File: config.mk
export PLATFORM = sky130hd
export DESIGN_NAME = prim_ram_scrub_ctrl
export DESIGN_NICKNAME = d
export VERILOG_FILES = /design/src/rtl/prim_ram_scrub_ctrl.sv
export SDC_FILE = /design/constraint.sdc
export NUM_CORES = 1
export LEC_CHECK = 0
export BUFFER_PORTS_ARGS = -buffer_cell sky130_fd_sc_hd__buf_4
export CORE_MARGIN = 4
export CORE_UTILIZATION = 51
export DETAILED_ROUTE_END_ITERATION = 6
export HOLD_SLACK_MARGIN = 0.05
export PLACE_DENSITY = 0.85
export SLEW_MARGIN = 20
export SYNTH_ARGS = -nofsm -noshare
export SYNTH_HDL_FRONTEND = slang
export SYNTH_SLANG_ARGS = --single-unit
File: constraint.sdc
create_clock -name clk_i -period 3.75 [get_ports clk_i]
set_input_delay 0.375 -clock clk_i [delete_from_list [all_inputs] [get_ports clk_i]]
set_output_delay 0.375 -clock clk_i [all_outputs]
set_load 0.03 [all_outputs]
File: src/rtl/prim_ram_scrub_ctrl.sv
// Scrub / initialization initiator for one port of the ECC RAM wrapper.
// An init sweep writes zero to every word. A scrub sweep reads every word,
// writes back corrected data on a correctable error, and counts and logs
// uncorrectable errors. Only one read is ever outstanding.
module prim_ram_scrub_ctrl #(
  parameter int Depth = 512,
  parameter int Width = 32,
  parameter int CntW  = 16,
  localparam int Aw   = (Depth > 1) ? $clog2(Depth) : 1
) (
  input  logic             clk_i,
  input  logic             rst_i,
  input  logic             start_i,
  input  logic             init_i,
  input  logic             abort_i,
  output logic             busy_o,
  output logic             done_o,
  output logic             ram_req_o,
  output logic             ram_write_o,
  output logic [Aw-1:0]    ram_addr_o,
  output logic [Width-1:0] ram_wdata_o,
  output logic [Width-1:0] ram_wmask_o,
  input  logic             ram_gnt_i,
  input  logic             ram_rvalid_i,
  input  logic [Width-1:0] ram_rdata_i,
  input  logic [1:0]       ram_rerror_i,
  output logic [CntW-1:0]  corr_cnt_o,
  output logic [CntW-1:0]  uncorr_cnt_o,
  output logic [Aw-1:0]    err_addr_o,
  output logic             err_addr_valid_o
);

  localparam logic [Aw-1:0] LastAddr = Aw'(Depth - 1);

  typedef enum logic [2:0] {
    IDLE,
    INIT_WR,
    RD_REQ,
    RD_WAIT,
    WB_REQ,
    DONE
  } state_e;

  state_e            state_q, state_d;
  logic [Aw-1:0]     addr_q, addr_d;
  logic [Width-1:0]  wb_data_q, wb_data_d;
  logic              abort_q, abort_d;
  logic [CntW-1:0]   corr_q, corr_d;
  logic [CntW-1:0]   uncorr_q, uncorr_d;
  logic [Aw-1:0]     err_addr_q, err_addr_d;
  logic              err_valid_q, err_valid_d;

  logic accept;
  logic last;
  logic advance;
  logic stop;

  assign accept = ram_req_o & ram_gnt_i;
  assign last   = (addr_q == LastAddr);

  // Outputs decoded from the current state; request fields are held by the
  // state and address registers, so they stay stable until accepted.
  always_comb begin
    busy_o           = (state_q != IDLE);
    done_o           = (state_q == DONE);
    ram_req_o        = (state_q == INIT_WR) || (state_q == RD_REQ) || (state_q == WB_REQ);
    ram_write_o      = (state_q == INIT_WR) || (state_q == WB_REQ);
    ram_addr_o       = addr_q;
    ram_wdata_o      = (state_q == WB_REQ) ? wb_data_q : '0;
    ram_wmask_o      = {Width{ram_req_o}};
    corr_cnt_o       = corr_q;
    uncorr_cnt_o     = uncorr_q;
    err_addr_o       = err_addr_q;
    err_addr_valid_o = err_valid_q;
  end

  // Next-state, address walk, error bookkeeping and abort handling.
  always_comb begin
    // NOTE: every variable gets a default here so no path leaves one
    // unassigned, which would otherwise infer a latch.
    state_d     = state_q;
    addr_d      = addr_q;
    wb_data_d   = wb_data_q;
    abort_d     = abort_q;
    corr_d      = corr_q;
    uncorr_d    = uncorr_q;
    err_addr_d  = err_addr_q;
    err_valid_d = err_valid_q;
    advance     = 1'b0;
    stop        = 1'b0;

    unique case (state_q)
      IDLE: begin
        // start wins over a simultaneous abort
        if (start_i) begin
          addr_d  = '0;
          abort_d = 1'b0;
          if (init_i) begin
            state_d = INIT_WR;
          end else begin
            state_d     = RD_REQ;
            corr_d      = '0;
            uncorr_d    = '0;
            err_valid_d = 1'b0;
          end
        end
      end

      INIT_WR: begin
        if (accept) begin
          if (last || abort_i) state_d = DONE;
          else                 addr_d  = addr_q + 1'b1;
        end else if (abort_i) begin
          state_d = DONE;
        end
      end

      RD_REQ: begin
        // An accepted read always completes, so its response is consumed
        // here rather than left dangling into the next sweep.
        if (accept) begin
          state_d = RD_WAIT;
          abort_d = abort_i;
        end else if (abort_i) begin
          state_d = DONE;
        end
      end

      RD_WAIT: begin
        if (abort_i) abort_d = 1'b1;
        if (ram_rvalid_i) begin
          stop = abort_q | abort_i;
          if (ram_rerror_i[1]) begin
            uncorr_d    = (uncorr_q == '1) ? uncorr_q : uncorr_q + 1'b1;
            err_addr_d  = addr_q;
            err_valid_d = 1'b1;
            advance     = 1'b1;
          end else if (ram_rerror_i[0]) begin
            corr_d = (corr_q == '1) ? corr_q : corr_q + 1'b1;
            if (stop) begin
              state_d = DONE;
            end else begin
              wb_data_d = ram_rdata_i;
              state_d   = WB_REQ;
            end
          end else begin
            advance = 1'b1;
          end
        end
      end

      WB_REQ: begin
        if (accept) begin
          stop    = abort_i;
          advance = 1'b1;
        end else if (abort_i) begin
          state_d = DONE;
        end
      end

      DONE: begin
        state_d = IDLE;
      end

      default: begin
        state_d = IDLE;
      end
    endcase

    if (advance) begin
      if (stop || last) begin
        state_d = DONE;
      end else begin
        addr_d  = addr_q + 1'b1;
        state_d = RD_REQ;
      end
    end
  end

  // State and bookkeeping registers; reset returns everything to zero.
  always_ff @(posedge clk_i or posedge rst_i) begin
    if (rst_i) begin
      state_q     <= IDLE;
      addr_q      <= '0;
      wb_data_q   <= '0;
      abort_q     <= 1'b0;
      corr_q      <= '0;
      uncorr_q    <= '0;
      err_addr_q  <= '0;
      err_valid_q <= 1'b0;
    end else begin
      // NOTE: non-blocking assignments so every register samples the
      // pre-edge values computed by the combinational block.
      state_q     <= state_d;
      addr_q      <= addr_d;
      wb_data_q   <= wb_data_d;
      abort_q     <= abort_d;
      corr_q      <= corr_d;
      uncorr_q    <= uncorr_d;
      err_addr_q  <= err_addr_d;
      err_valid_q <= err_valid_d;
    end
  end

endmodule

; Word-level counts from Yosys, hierarchy flattened
; Cells that the tools add are included.
[classes]
reduce_logical = 16
bitwise = 4
addsub = 3
n_eq_ne = 24
mux = 49
[op_table]
columns = operator, n
row1 = 2-to-1 mux 16 bit, 9
row2 = case mux 16 bit (2 select lines), 2
row3 = 2-to-1 mux 9 bit, 5
row4 = 2-to-1 mux 3 bit, 11
row5 = adder 16 x 1 -> 16 bit (second input constant), 2
row6 = == test 16 bit (second input constant), 2
row7 = 2-to-1 mux 32 bit, 1
row8 = inequality test 2 bit (second input constant), 10
row9 = case mux 9 bit (2 select lines), 1
row10 = inequality test 3 bit (second input constant), 5
row11 = case mux 3 bit (5 select lines), 1
row12 = 2-to-1 mux 1 bit, 14
row13 = AND reduction 6 bit, 2
row14 = AND reduction 5 bit, 2
row15 = adder 9 x 1 -> 9 bit (second input constant), 1
row16 = == test 9 bit (second input constant), 1
row17 = AND reduction 7 bit, 1
row18 = == test 3 x 2 -> 1 bit (second input constant), 2
row19 = == test 3 bit (second input constant), 2
row20 = case mux 1 bit (2 select lines), 3
row21 = nonzero test 3 bit, 2
row22 = logical OR 1 bit, 5
row23 = inequality test 4 x 3 -> 1 bit (second input constant), 1
row24 = AND reduction 4 bit, 1
row25 = other kinds (9), 10
[word_totals]
ff_bits = 87
wordCells = 104

; Longest topological paths before layout
; Gate-level depths: netlist (run 1).
[depth]
word_depth = 9
ltp_mapped = 10

; Least setup slack after synthesis (run 1)
; No wires, ideal clock.
[synth_path]
path_type = register to output
start = register state_q[1]
end = output ram_wmask_o[0]
slack_ns = 0.259
t_arrival_ns = 3.116
path_stages_with_launch = 7
path_cell_list = dfrtp_1 > clkbuf_1 > buf_1 > xor2_1 > nor2_1 > a21oi_1 > buf_4
[synth_between]
elab_chain_cells = 3
[synth_rtl]
columns = element, line_no
row1 = start: declaration, 44  ; state_e state_q, state_d;
row2 = start signal: assignment, 194  ; state_q <= state_d;
row3 = == test 3 x 1 -> 1 bit / == test 3 x 2 -> 1 bit (equally long branches), 66  ; ram_req_o = (state_q == INIT_WR) || (state_q == RD_REQ) || (state_q == WB_REQ);
row4 = logical OR 1 bit, 66
row5 = logical OR 1 bit (*), 66
row6 = end: declaration, 22  ; output logic [Width-1:0] ram_wmask_o,
; Mark *: on every way between the ends. The rest lies on a longest branch, timed or not.

; Worst setup path in the final report (run 1)
[layout_path]
start = register state_q[0]
end = register uncorr_q[11] (netlist: uncorr_cnt_o[11])
[layout_between]
elab_chain_cells = 3
[layout_rtl]
columns = element, line_no
row1 = == test 3 x 2 -> 1 bit / zero test 3 bit (equally long branches), 92  ; unique case (state_q)
row2 = inequality test 2 bit (no source line) / nonzero test 2 bit (equally long branches), n/a
row3 = AND reduction 6 bit (no source line), n/a
row4 = end signal: assignment, 199  ; uncorr_q <= uncorr_d;
row5 = end: declaration, 49  ; logic [CntW-1:0] uncorr_q, uncorr_d;
; Parallel ways exist; a longest one is shown, timed or not.
; A chain may end at the register's enable or synchronous reset.

==> results of run 1 <==
worst max-delay path by stage:
stage	start	to	slack (ns)	cells past startpoint
after floorplan	state_q[1]	ram_wmask_o[0]	0.26	6
after global placement	state_q[0]	uncorr_cnt_o[11]	1.09	5
after detailed placement	state_q[0]	uncorr_cnt_o[11]	1.0	5
after CTS	state_q[0]	uncorr_cnt_o[11]	0.93	5
after global routing	state_q[0]	uncorr_cnt_o[9]	0.72	5
final	state_q[0]	uncorr_cnt_o[11]	0.87	5
worst max-delay path: stages, from the launching register on:
cell and delay (ns):
dfrtp_1 0.62, or4b_4 0.67, a211oi_1 0.37, o21ai_1 0.40, or4_1 0.60, a21oi_1 0.16
per-stage QoR:
| step | hold WS, ns | setup slack (ns) | utilization (%) | total power (W) |
|---|---|---|---|---|
| floorplan | 0.471 | 0.259 | - | 0.00334 |
| global placement | 0.478 | 1.09 | 65.1 | 0.00373 |
| detailed placement | 0.485 | 0.999 | 65.1 | 0.00380 |
| CTS | 0.229 | 0.931 | 67.4 | 0.00447 |
| global route | 0.234 | 0.720 | 67.4 | 0.00468 |
| finish | 0.210 | 0.868 | 67.4 | 0.00445 |
layout make-up:
class	count	area, um2	share of cell area [%]
inverter	7	27.5	0.459
multi-input combinational	319	2210	37.0
clock buffer	10	138	2.30
clock inverter	6	68.8	1.15
tap	108	135	2.26
timing repair buffer	164	1230	20.5
sequential	87	2180	36.3
cell families (layout without fill, tap and decap cells):
logic type,count (synthesis),count (layout)
fa+ha+maj,4,4
simple gates,172,172
mux,45,45
flops,87,87
compound gates,83,83
xor+xnor,15,15
buf+inv,62,187
cells in the mapped netlist, types with 3 or more instances:
cell type,instances
a31oi_1,4
o31ai_1,6
and4_1,5
ha_1,4
a2111oi_0,3
or4_1,6
dfrtp_1,87
a221o_1,3
nand2_1,22
o21ai_0,13
mux2_2,43
xnor2_1,8
nand3_1,15
and3_1,10
a211oi_1,6
nor4_1,6
or2_2,6
a21oi_1,22
or3_1,10
nor3_1,3
buf_1,5
o211ai_1,4
buf_4,32
and2_1,36
clkbuf_1,16
a22o_1,5
a21o_1,4
nor2_1,29
inv_1,7
nor2b_1,3
xor2_1,7
nand4_1,12
per-layer routing:
layer	GRT usage, %	vias up
li1	-	1899
met1	26.4	1954
met2	35.3	158
met3	9.06	12
met4	5.03	0
met5	0	-
report_power, final:
group          switching (W)  internal [W]
logic                0.00152      0.000870
registers           0.000230       0.00115
clock network       0.000347      0.000330
total                0.00210       0.00235
flip-flops by register name (all words and copies together) (netlist names):
signal / flops
state_q: 3
abort_q: 1
wb_data_q: 32
corr_cnt_o: 16
err_addr_valid_o: 1
ram_addr_o: 9
uncorr_cnt_o: 16
err_addr_o: 9
==> metrics.md, run 1 <==
| Metric | Value |
|---|---|
| Post-route cell area | 0.00599 mm2 |
| Met3 wire len | approximately 1300 um |
| Xor/xnor cell area share of the yosys netlist | 2.77% |
| Area growth from synthesis to layout | 26.5% |
| Placed standard-cell area | just under 0.006 mm2 |
| Total detailed-routing wirelength | 12000 um |
| Final count of pins violating max slew | 0 |
| Number of flops mapped to enable cells by yosys | 0 |
| Setup crit end kind | flip-flop |
| Crit path arrival time | 3.16 ns |
| Remaining number of nets flagged by the antenna check after routing | 0 |
| Transition time of the tightest slew-check pin | 0.945 ns |
| Highest metal used | met4 |
| Initial antenna violation count | 0 |
| Mean post-synth cell area | a little over 10 um2 |
| Placed cells | about 700 |
| Total of flip-flops plus latches after synthesis | a little under 90 |
| Post-Synth Adder-Cell Area | under 10% |
| Unrepaired setup endpoints after global routing | no |
| Ports | 160 |
| Pin count of the biggest net entering global routing | 58 |
| Vias in the first global route | 3924 |
| Vias | ~4.0k |
| Critical R2R Capture | uncorr_cnt_o[11] |
| H-tree levels | 3 |
| Post-synth top flop | dfrtp_1 |
| Number of standard cells in the final layout excluding fillers | 701 |
| Initial cell density of the core | 53.3% |
| Number of input and output port buffers inserted | 159 |
| Biggest area consumer among synthesized cells | dfrtp_1 |
| Period utilisation layout | 76.8% |
| Root buffer cell | clkbuf_8 |
| Half-perimeter wire length after placement | just under 9000 um |
| Max-cap viol count | 0 |
| Final Wtd Congestion | 0.811 |
| Shortest clock period the worst path allows after layout | 2.88 ns |
| Proportion of synthesized area in mux cells | 10.6% |
| Number of violations reported at the end of detailed-routing iteration 0 | 270 |
| Power per unit of standard cell area | 742 mW/mm2 |
| Share of final-layout standard cells stronger than drive strength 1 | between 30 and 40% |
| Count of TritonRoute iterations in the first routing pass | 5 |
| Portion of the post-synthesis area used by sequential elements | 45.9% |
| Logic depth of the worst register-to-register path | 5 |
| Cell types occupying the most area after synthesis | dfrtp_1, mux2_2, buf_4, and2_1, a21oi_1 |
| CTS Hold Buffers Added | 0 |
| CTS clk-pin slew, worst paths | 0.09 ns |
| Element type at the critical path start | flip-flop |
| Die Width | about 100 um |
| Core Area | 0.00889 mm2 |
| Height of the die | 104 um |
| Setup TNS | 0 ns |
| Largest family of logic cells by synthesized area | simple AND/OR/NAND/NOR gates |
| Most frequent cells in the layout | buf_4, dfrtp_1, mux2_2 |
| Start-to-end type of the worst setup path | reg2reg |
| Metal2 WL | 5880 um |
| Area share of and/or/nand/nor cells after synthesis | 20.4% |
| Detailed-route vias per instance | about 5.7 |
| Worst vdd rail ir drop | roughly 650 uV |
| Start of the worst register-to-register path | state_q[0] |
| Final layout net count | 633 |
| First-pass GRT wire length | 19400 um |
| Clock latency on the worst-skew pair | roughly 0.35 ns |
| Proportion of netlist area held by the largest area contributor | 45.9% |
| Cell count after synthesis | 468 |
| Count of warnings emitted by yosys | 0 |
| Final setup violation count | 0 |
| HP Class | in2async |
| Clock sinks | 87 |
| GRT Overall Usage | between 20% and 30% |
| Compound-cell area share of the yosys netlist | 11.7% |
| Total number of placement rows | 34 |
| Run status | finished, final reports clean |
| Total count of hold-check failures in the final report | 0 |
| Buffer count from post-CTS setup fixing | 0 |
| Pleak | about 3.0 nW |
| Diode count | 0 |
| Area of the die | roughly 0.011 mm2 |
| Fraction of synthesis flops using an asynchronous set or reset pin | 100% |
| Total standard cell area after synthesis | about 0.0047 mm2 |
| CTS resizes | 0 |
| CTS max path bufs | 2 |
| Count of fill cells added during filler insertion | 669 |
| Worst max-slew margin expressed relative to the limit | 36.9% |
| TritonCTS buffer count | 9 |
| FMAX | 347 MHz |
| Required time at the endpoint of the critical path | approximately 4 ns |
| Setup slack of the most critical reg-to-reg path | 0.87 ns |
| Post-Synthesis Net Count | ~510 |
| Unique masters post-synth | 53 |
| Final Skew | 0.00940 ns |
| Leading cell type in the layout, fill and taps excluded | buf_4 |
| Wire per inst | about 17 um |
| Met1 Wirelength | between 4000 and 5000 um |
| CTS tree | done |
| Grt ovf | 0 |
| Drt drc | 0 |
| Maximum fanout along the worst path | 22 |
Power figures use the tool's default switching activity.
==> run 2, diff against run 1 <==
- ABC_AREA: unset -> 1
- CORE_UTILIZATION: 51 -> 47
- PLACE_DENSITY: 0.85 -> 0.81
- clock period: 3.75 -> 2.6 ns (I/O delays scaled with it)
==> metrics.md, run 2 <==
| Metric | Value |
|---|---|
| Die Width | 113 um (+8.0%) |
| Area share of and/or/nand/nor cells after synthesis | 27.6% (+7.2 points) |
| Post-synth top flop | dfrtp_1 |
| Detailed-route vias per instance | 5.03 (-12%) |
| Start of the worst register-to-register path | ram_addr_o[0] |
| Logic depth of the worst register-to-register path | 11 (+6) |
| Launch point of the worst path | state_q[2] |
| Cell types occupying the most area after synthesis | dfrtp_1, nand2_1, mux2_2, nor2_1, inv_1 |
| Mean post-synth cell area | 7.99 um2 (-21%) |
| Pleak | 3.18 nW (+6.5%) |
| Maximum fanout along the worst path | 33 (+50%) |
| Remaining number of nets flagged by the antenna check after routing | 0 (unchanged) |
| Root buffer cell | clkbuf_8 |
| Number of flops mapped to enable cells by yosys | 0 (unchanged) |
| Fraction of synthesis flops using an asynchronous set or reset pin | 100% (unchanged) |
| Wire per inst | 14.1 um (-17%) |
| Post-Synth Adder-Cell Area | 0.971% (-0.085 points) |
| Total number of placement rows | 37 (+8.8%) |
| First-pass GRT wire length | 21400 um (+10%) |
| Biggest area consumer among synthesized cells | dfrtp_1 |
| Height of the die | 113 um (+8.0%) |
| Max stage delay cell, worst path | dfrtp_1 |
| Initial cell density of the core | 49.0% (-4.3 points) |
| Area of the die | 0.0127 mm2 (+17%) |
| CTS tree | done |
| Final layout net count | 819 (+29%) |
| Number of input and output port buffers inserted | 159 (unchanged) |
| Cell count after synthesis | 645 (+38%) |
| Top cells by count, synth | nand2_1, nor2_1, dfrtp_1 |
| Vias in the first global route | 4532 (+15%) |
| Critical R2R Capture | ram_addr_o[4] |
| H-tree levels | 3 (unchanged) |
| Total of flip-flops plus latches after synthesis | 87 (unchanged) |
| TritonCTS buffer count | 9 (unchanged) |
| Max-cap viol count | 0 (unchanged) |
| Vias | 4600 (+14%) |
| Number of violations reported at the end of detailed-routing iteration 0 | 266 (-1.5%) |
| Proportion of synthesized area in mux cells | 7.21% (-3.4 points) |
| Cells along the critical path | nor2_2 > nand2_1 > nand3_1 > buf_4 > buf_4 |
| GRT Overall Usage | 20.4% (-1.1 points) |
| Setup crit end kind | primary output |
| Required time at the endpoint of the critical path | 2.34 ns (-1.68 ns) |
| Clock latency on the worst-skew pair | 0.36 ns (about the same) |
| Count of warnings emitted by yosys | 0 (unchanged) |
| Diode count | 0 (unchanged) |
| Final Skew | 0.00524 ns (-0.00416 ns) |
| Grt ovf | 0 (unchanged) |
| HP Class | in2reg |
| Crit path arrival time | 1.98 ns (-1.18 ns) |
| Period utilisation layout | 86.2% |
| Unrepaired setup endpoints after global routing | no |
| Total count of hold-check failures in the final report | 0 (unchanged) |
| Placed cells | 898 (+31%) |
| Cell with the most instances on the worst path | buf_4 |
| Power per unit of standard cell area | 1030 mW/mm2 (+38%) |
| Largest register by flop count | wb_data_q |
| Buffer count from post-CTS setup fixing | 0 (unchanged) |
| Count of TritonRoute iterations in the first routing pass | 5 (unchanged) |
| Setup TNS | 0 ns (unchanged) |
| Largest family of logic cells by synthesized area | simple AND/OR/NAND/NOR gates |
| Core Area | 0.0105 mm2 (+18%) |
| Clock sinks | 87 (unchanged) |
| Worst max-slew margin expressed relative to the limit | 45.6% (+8.7 points) |
| Most numerous cell in the Yosys netlist | nand2_1 |
| Flip-flop count of the largest register after layout | 32 (unchanged) |
| Setup slack of the most critical reg-to-reg path | 0.50 ns (-0.37 ns) |
| CTS resizes | 0 (unchanged) |
| Ports | 160 (unchanged) |
| FMAX | 446 MHz |
| Leading cell type in the layout, fill and taps excluded | buf_4 |
| Half-perimeter wire length after placement | 9850 um (+13%) |
| Compound-cell area share of the yosys netlist | 6.75% (-4.9 points) |
| Drt drc | 0 (unchanged) |
| Total detailed-routing wirelength | 12900 um (+8.3%) |
| Transition time of the tightest slew-check pin | 0.816 ns (-0.130 ns) |
| Most frequent cells in the layout | buf_4, nand2_1, nor2_1 |
| Final Wtd Congestion | 0.876 (+8.1%) |
| CTS max path bufs | 2 (unchanged) |
| Start-to-end type of the worst setup path | reg2out |
| Element type at the critical path start | flip-flop |
| Final setup violation count | 0 (unchanged) |
| Total standard cell area after synthesis | 0.00515 mm2 (+8.7%) |
| Share of final-layout standard cells stronger than drive strength 1 | 33.2% (-6.2 points) |
| Initial antenna violation count | 0 (unchanged) |
| Unique masters post-synth | 33 (-38%) |
| Pin count of the biggest net entering global routing | 46 (-21%) |
| Post-Synthesis Net Count | 690 (+35%) |
| Area growth from synthesis to layout | 24.2% |
| Number of standard cells in the final layout excluding fillers | 915 (+31%) |
| Xor/xnor cell area share of the yosys netlist | 2.38% (-0.39 points) |
| CTS Hold Buffers Added | 1 (+1) |
| Proportion of netlist area held by the largest area contributor | 42.3% (-3.7 points) |
| Final count of pins violating max slew | 0 (unchanged) |
| Run status | finished, final reports clean |
| Shortest clock period the worst path allows after layout | approximately 2.2 ns |
| Portion of the post-synthesis area used by sequential elements | 42.3% (-3.7 points) |
| Worst setup path end | ram_wmask_o[11] |
| CTS clk-pin slew, worst paths | 0.09 ns (about the same) |
| Crit path largest cell delay | 0.49 ns (-0.18 ns) |
| Worst vdd rail ir drop | 1230 uV (+89%) |
run 2: cell types whose count changed after synthesis, moves of 13 or more:
cell,change
and2_1,-36
nand3_1,+19
a21oi_1,-18
o21ai_0,+13
inv_1,+67
clkbuf_1,-14
o21ai_2,+13
nand2_1,+134
nor2_1,+59
run 2: per-stage QoR:
| step | instance area (um2) | utilization (%) | hold WS (ns) | power (W) | setup WS (ns) |
|---|---|---|---|---|---|
| final | 6400 | 60.9 | 0.123 | 0.00657 | 0.360 |
| after floorplan | 5150 | - | 0.410 | 0.00507 | 0.0898 |
| after global placement | 6210 | 59.1 | 0.441 | 0.00563 | 0.650 |
| after global routing | 6400 | 60.9 | 0.109 | 0.00694 | 0.213 |
| after detailed placement | 6210 | 59.1 | 0.445 | 0.00571 | 0.547 |
| after CTS | 6400 | 60.9 | 0.108 | 0.00661 | 0.340 |
run 2: worst min-delay path by stage:
stage,endpoint,startpoint,slack (ns),depth (start not counted)
3_5_place_dp,err_addr_o[4],rst_i,0.44,2
5_1_grt,wb_data_q[13],ram_rdata_i[13],0.11,2
2_1_floorplan,wb_data_q[18],ram_rdata_i[18],0.41,1
3_3_place_gp,err_addr_o[4],rst_i,0.44,2
6_report,wb_data_q[31],ram_rdata_i[31],0.12,2
4_1_cts,wb_data_q[18],ram_rdata_i[18],0.11,2
run 2: worst max-delay path: cells and delay by family, from the launching register on:
kind | cells | cell delay (ns)
DFF | 1 | 0.49
and+or+nand+nor | 3 | 0.60
buffers and inverters | 2 | 0.53
run 2: final cells by class:
cell class	count	area, um2
Fill cell	896	4110
Multi-Input combinational cell	431	2310
Sequential cell	87	2180
Timing Repair Buffer	166	1260
Inverter	79	298
Tap cell	136	170
Clock buffer	9	124
Clock inverter	7	57.6
run 2: metal layers:
metal	part of all wire (%)	GRT usage [%]
met5	0	0
met4	2.5	8.65
met2	51	36.3
met1	41	24.3
met3	6.2	3.58
run 2: logic make-up after synthesis:
logic type | after synthesis
simple gates | 324
buf+inv | 127
flops | 87
compound gates | 56
mux | 33
xor+xnor | 14
fa+ha+maj | 4
run 2: power breakdown:
part	total, W	switching [W]	internal, W
Combinational	0.00379	0.00254	0.00125
Sequential	0.00188	0.000227	0.00166
Clock	0.000893	0.000535	0.000359
Total	0.00657	0.00330	0.00327
==> run 3, diff against run 2 <==
- CORE_UTILIZATION: 47 -> 52
- PLACE_DENSITY: 0.81 -> 0.85
- clock period: 2.6 -> 2.2 ns (I/O delays scaled with it)
==> metrics.md, run 3 (synthesized netlist as in run 2, its figures left out) <==
| Metric | Value |
|---|---|
| Start of the worst register-to-register path | ram_addr_o[0] |
| Half-perimeter wire length after placement | 9710 um (-1.4%) |
| Vias in the first global route | 4571 (+0.86%) |
| Cells along the critical path | nor2_2 > nand2_1 > nand3_1 > buf_6 > buf_4 |
| Count of TritonRoute iterations in the first routing pass | 4 (-1) |
| Clock latency on the worst-skew pair | 0.37 ns (about the same) |
| Worst vdd rail ir drop | 974 uV (-21%) |
| Initial antenna violation count | 0 (unchanged) |
| Unrepaired setup endpoints after global routing | yes |
| Critical R2R Capture | state_q[1] |
| Total count of hold-check failures in the final report | 0 (unchanged) |
| Height of the die | 108 um (-4.6%) |
| Largest register by flop count | wb_data_q |
| Required time at the endpoint of the critical path | 1.98 ns (-0.36 ns) |
| Most frequent cells in the layout | buf_4, nand2_1, nor2_1 |
| Initial cell density of the core | 53.0% (+3.9 points) |
| Crit path largest cell delay | 0.48 ns (about the same) |
| Wire per inst | 14.2 um (+0.72%) |
| CTS tree | done |
| Worst max-slew margin expressed relative to the limit | 63.4% (+18 points) |
| Pleak | 3.23 nW (+1.6%) |
| Setup TNS | 0 ns (unchanged) |
| Flip-flop count of the largest register after layout | 32 (unchanged) |
| Die Width | 108 um (-4.6%) |
| Setup slack of the most critical reg-to-reg path | 0.13 ns (-0.37 ns) |
| Area of the die | 0.0116 mm2 (-8.9%) |
| Period utilisation layout | 95.4% |
| Grt ovf | 0 (unchanged) |
| Transition time of the tightest slew-check pin | 0.549 ns (-0.267 ns) |
| Final Wtd Congestion | 0.924 (+5.4%) |
| GRT Overall Usage | 22.3% (+1.9 points) |
| Diode count | 0 (unchanged) |
| Final Skew | 0.0117 ns (+0.00643 ns) |
| Crit path arrival time | 1.88 ns (-0.10 ns) |
| Maximum fanout along the worst path | 33 (unchanged) |
| Vias | 4716 (+2.5%) |
| CTS max path bufs | 2 (unchanged) |
| H-tree levels | 3 (unchanged) |
| Pin count of the biggest net entering global routing | 34 (-26%) |
| FMAX | ~480 MHz |
| Logic depth of the worst register-to-register path | 12 (+1) |
| Share of final-layout standard cells stronger than drive strength 1 | 33.9% (+0.64 points) |
| CTS clk-pin slew, worst paths | 0.09 ns (about the same) |
| Leading cell type in the layout, fill and taps excluded | buf_4 |
| Ports | 160 (unchanged) |
| Core Area | 0.00973 mm2 (-7.4%) |
| First-pass GRT wire length | 20900 um (-2.6%) |
| HP Class | in2reg |
| Element type at the critical path start | flip-flop |
| Final layout net count | 822 (+0.37%) |
| Max-cap viol count | 0 (unchanged) |
| Final count of pins violating max slew | 0 (unchanged) |
| Root buffer cell | clkbuf_8 |
| Total number of placement rows | 36 (-2.7%) |
| Start-to-end type of the worst setup path | reg2out |
| Clock sinks | 87 (unchanged) |
| Drt drc | 0 (unchanged) |
| Power per unit of standard cell area | 1250 mW/mm2 (+22%) |
| Remaining number of nets flagged by the antenna check after routing | 0 (unchanged) |
| Final setup violation count | 0 (unchanged) |
| TritonCTS buffer count | 9 (unchanged) |
| Total detailed-routing wirelength | 13000 um (+0.72%) |
| Endpoint of the worst hold-timing path | wb_data_q[14] |
| Hold path start | ram_rdata_i[14] |
| Hold path cells | 2 (unchanged) |
| Launch point of the worst path | state_q[1] |
| Number of input and output port buffers inserted | 159 (unchanged) |
| Shortest clock period the worst path allows after layout | 2.10 ns |
| Max stage delay cell, worst path | dfrtp_1 |
| Detailed-route vias per instance | 5.15 (+2.5%) |
| Number of violations reported at the end of detailed-routing iteration 0 | 245 (-7.9%) |
| Area growth from synthesis to layout | 26.3% |
| Final Core Density | 66.9% (+6.0 points) |
| Setup crit end kind | primary output |
| Run status | finished, final reports clean |
-- run 3: changes by cell type in the layout (fill, tap and decap cells not counted), sizes merged --
| cell | delta |
|---|---|
| buf | +3 |
| bufinv | +3 |
| clkbuf | +2 |
| clkinvlp | -1 |
| inv | -1 |
| clkinv | -3 |
-- run 3: critical path: cells and delay by family, from the launching register on --
family	cells	cell delay [ns]
buffers and inverters	2	0.44
DFF	1	0.48
and+or+nand+nor	3	0.59
-- run 3: area by class of cell --
| type | count | area (um2) |
|---|---|---|
| clock buffers | 11 | 141 |
| clock inverters | 5 | 104 |
| fillers | 829 | 3220 |
| inverters | 79 | 300 |
| multi-input cells | 431 | 2330 |
| flip-flops and latches | 87 | 2180 |
| well taps | 133 | 166 |
| repair buffers | 169 | 1290 |
-- run 3: per-layer routing --
metal / wire length [um] / part of all wire (%) / GRT usage [%] / up-vias
li1: - / - / - / 2269
met1: 5350 / 41 / 27.7 / 2240
met2: 6540 / 50 / 38.4 / 175
met3: 805 / 6.2 / 3.12 / 32
met4: 335 / 2.6 / 10.4 / 0
met5: 0 / 0 / 0 / -
-- run 3: repair_timing --
item / in CTS / in global routing
resized for setup: 0 / 6
endpoints found under the hold margin: 23 / 0
setup buffers: 0 / 2
hold buffers: 1 / 0
endpoints found under the setup margin: 0 / 54
-- run 3: through the flow --
stage	setup WS (ns)	total power (W)	hold slack, ns	instance area [um2]	instances
floorplan	0.0641	0.00600	0.370	5160	645
global placement	0.258	0.00663	0.318	6220	896
detailed placement	0.163	0.00675	0.311	6220	896
CTS	0.0426	0.00814	0.0657	6470	913
global route	-0.0634	0.00859	0.0701	6510	915
finish	0.102	0.00815	0.0788	6510	915
-- run 3: worst max path at each step --
stage / to / slack (ns)
floorplan: ram_wmask_o[0] / 0.06
global placement: ram_addr_o[0] / 0.26
detailed placement: ram_addr_o[0] / 0.16
CTS: ram_wmask_o[0] / 0.04
global route: state_q[1] / -0.06
finish: ram_wmask_o[0] / 0.10
-- run 3: power by group --
group,internal [W],total [W],switching [W]
clock network,0.000788,0.00138,0.000590
registers,0.00196,0.00223,0.000268
logic,0.00152,0.00455,0.00303
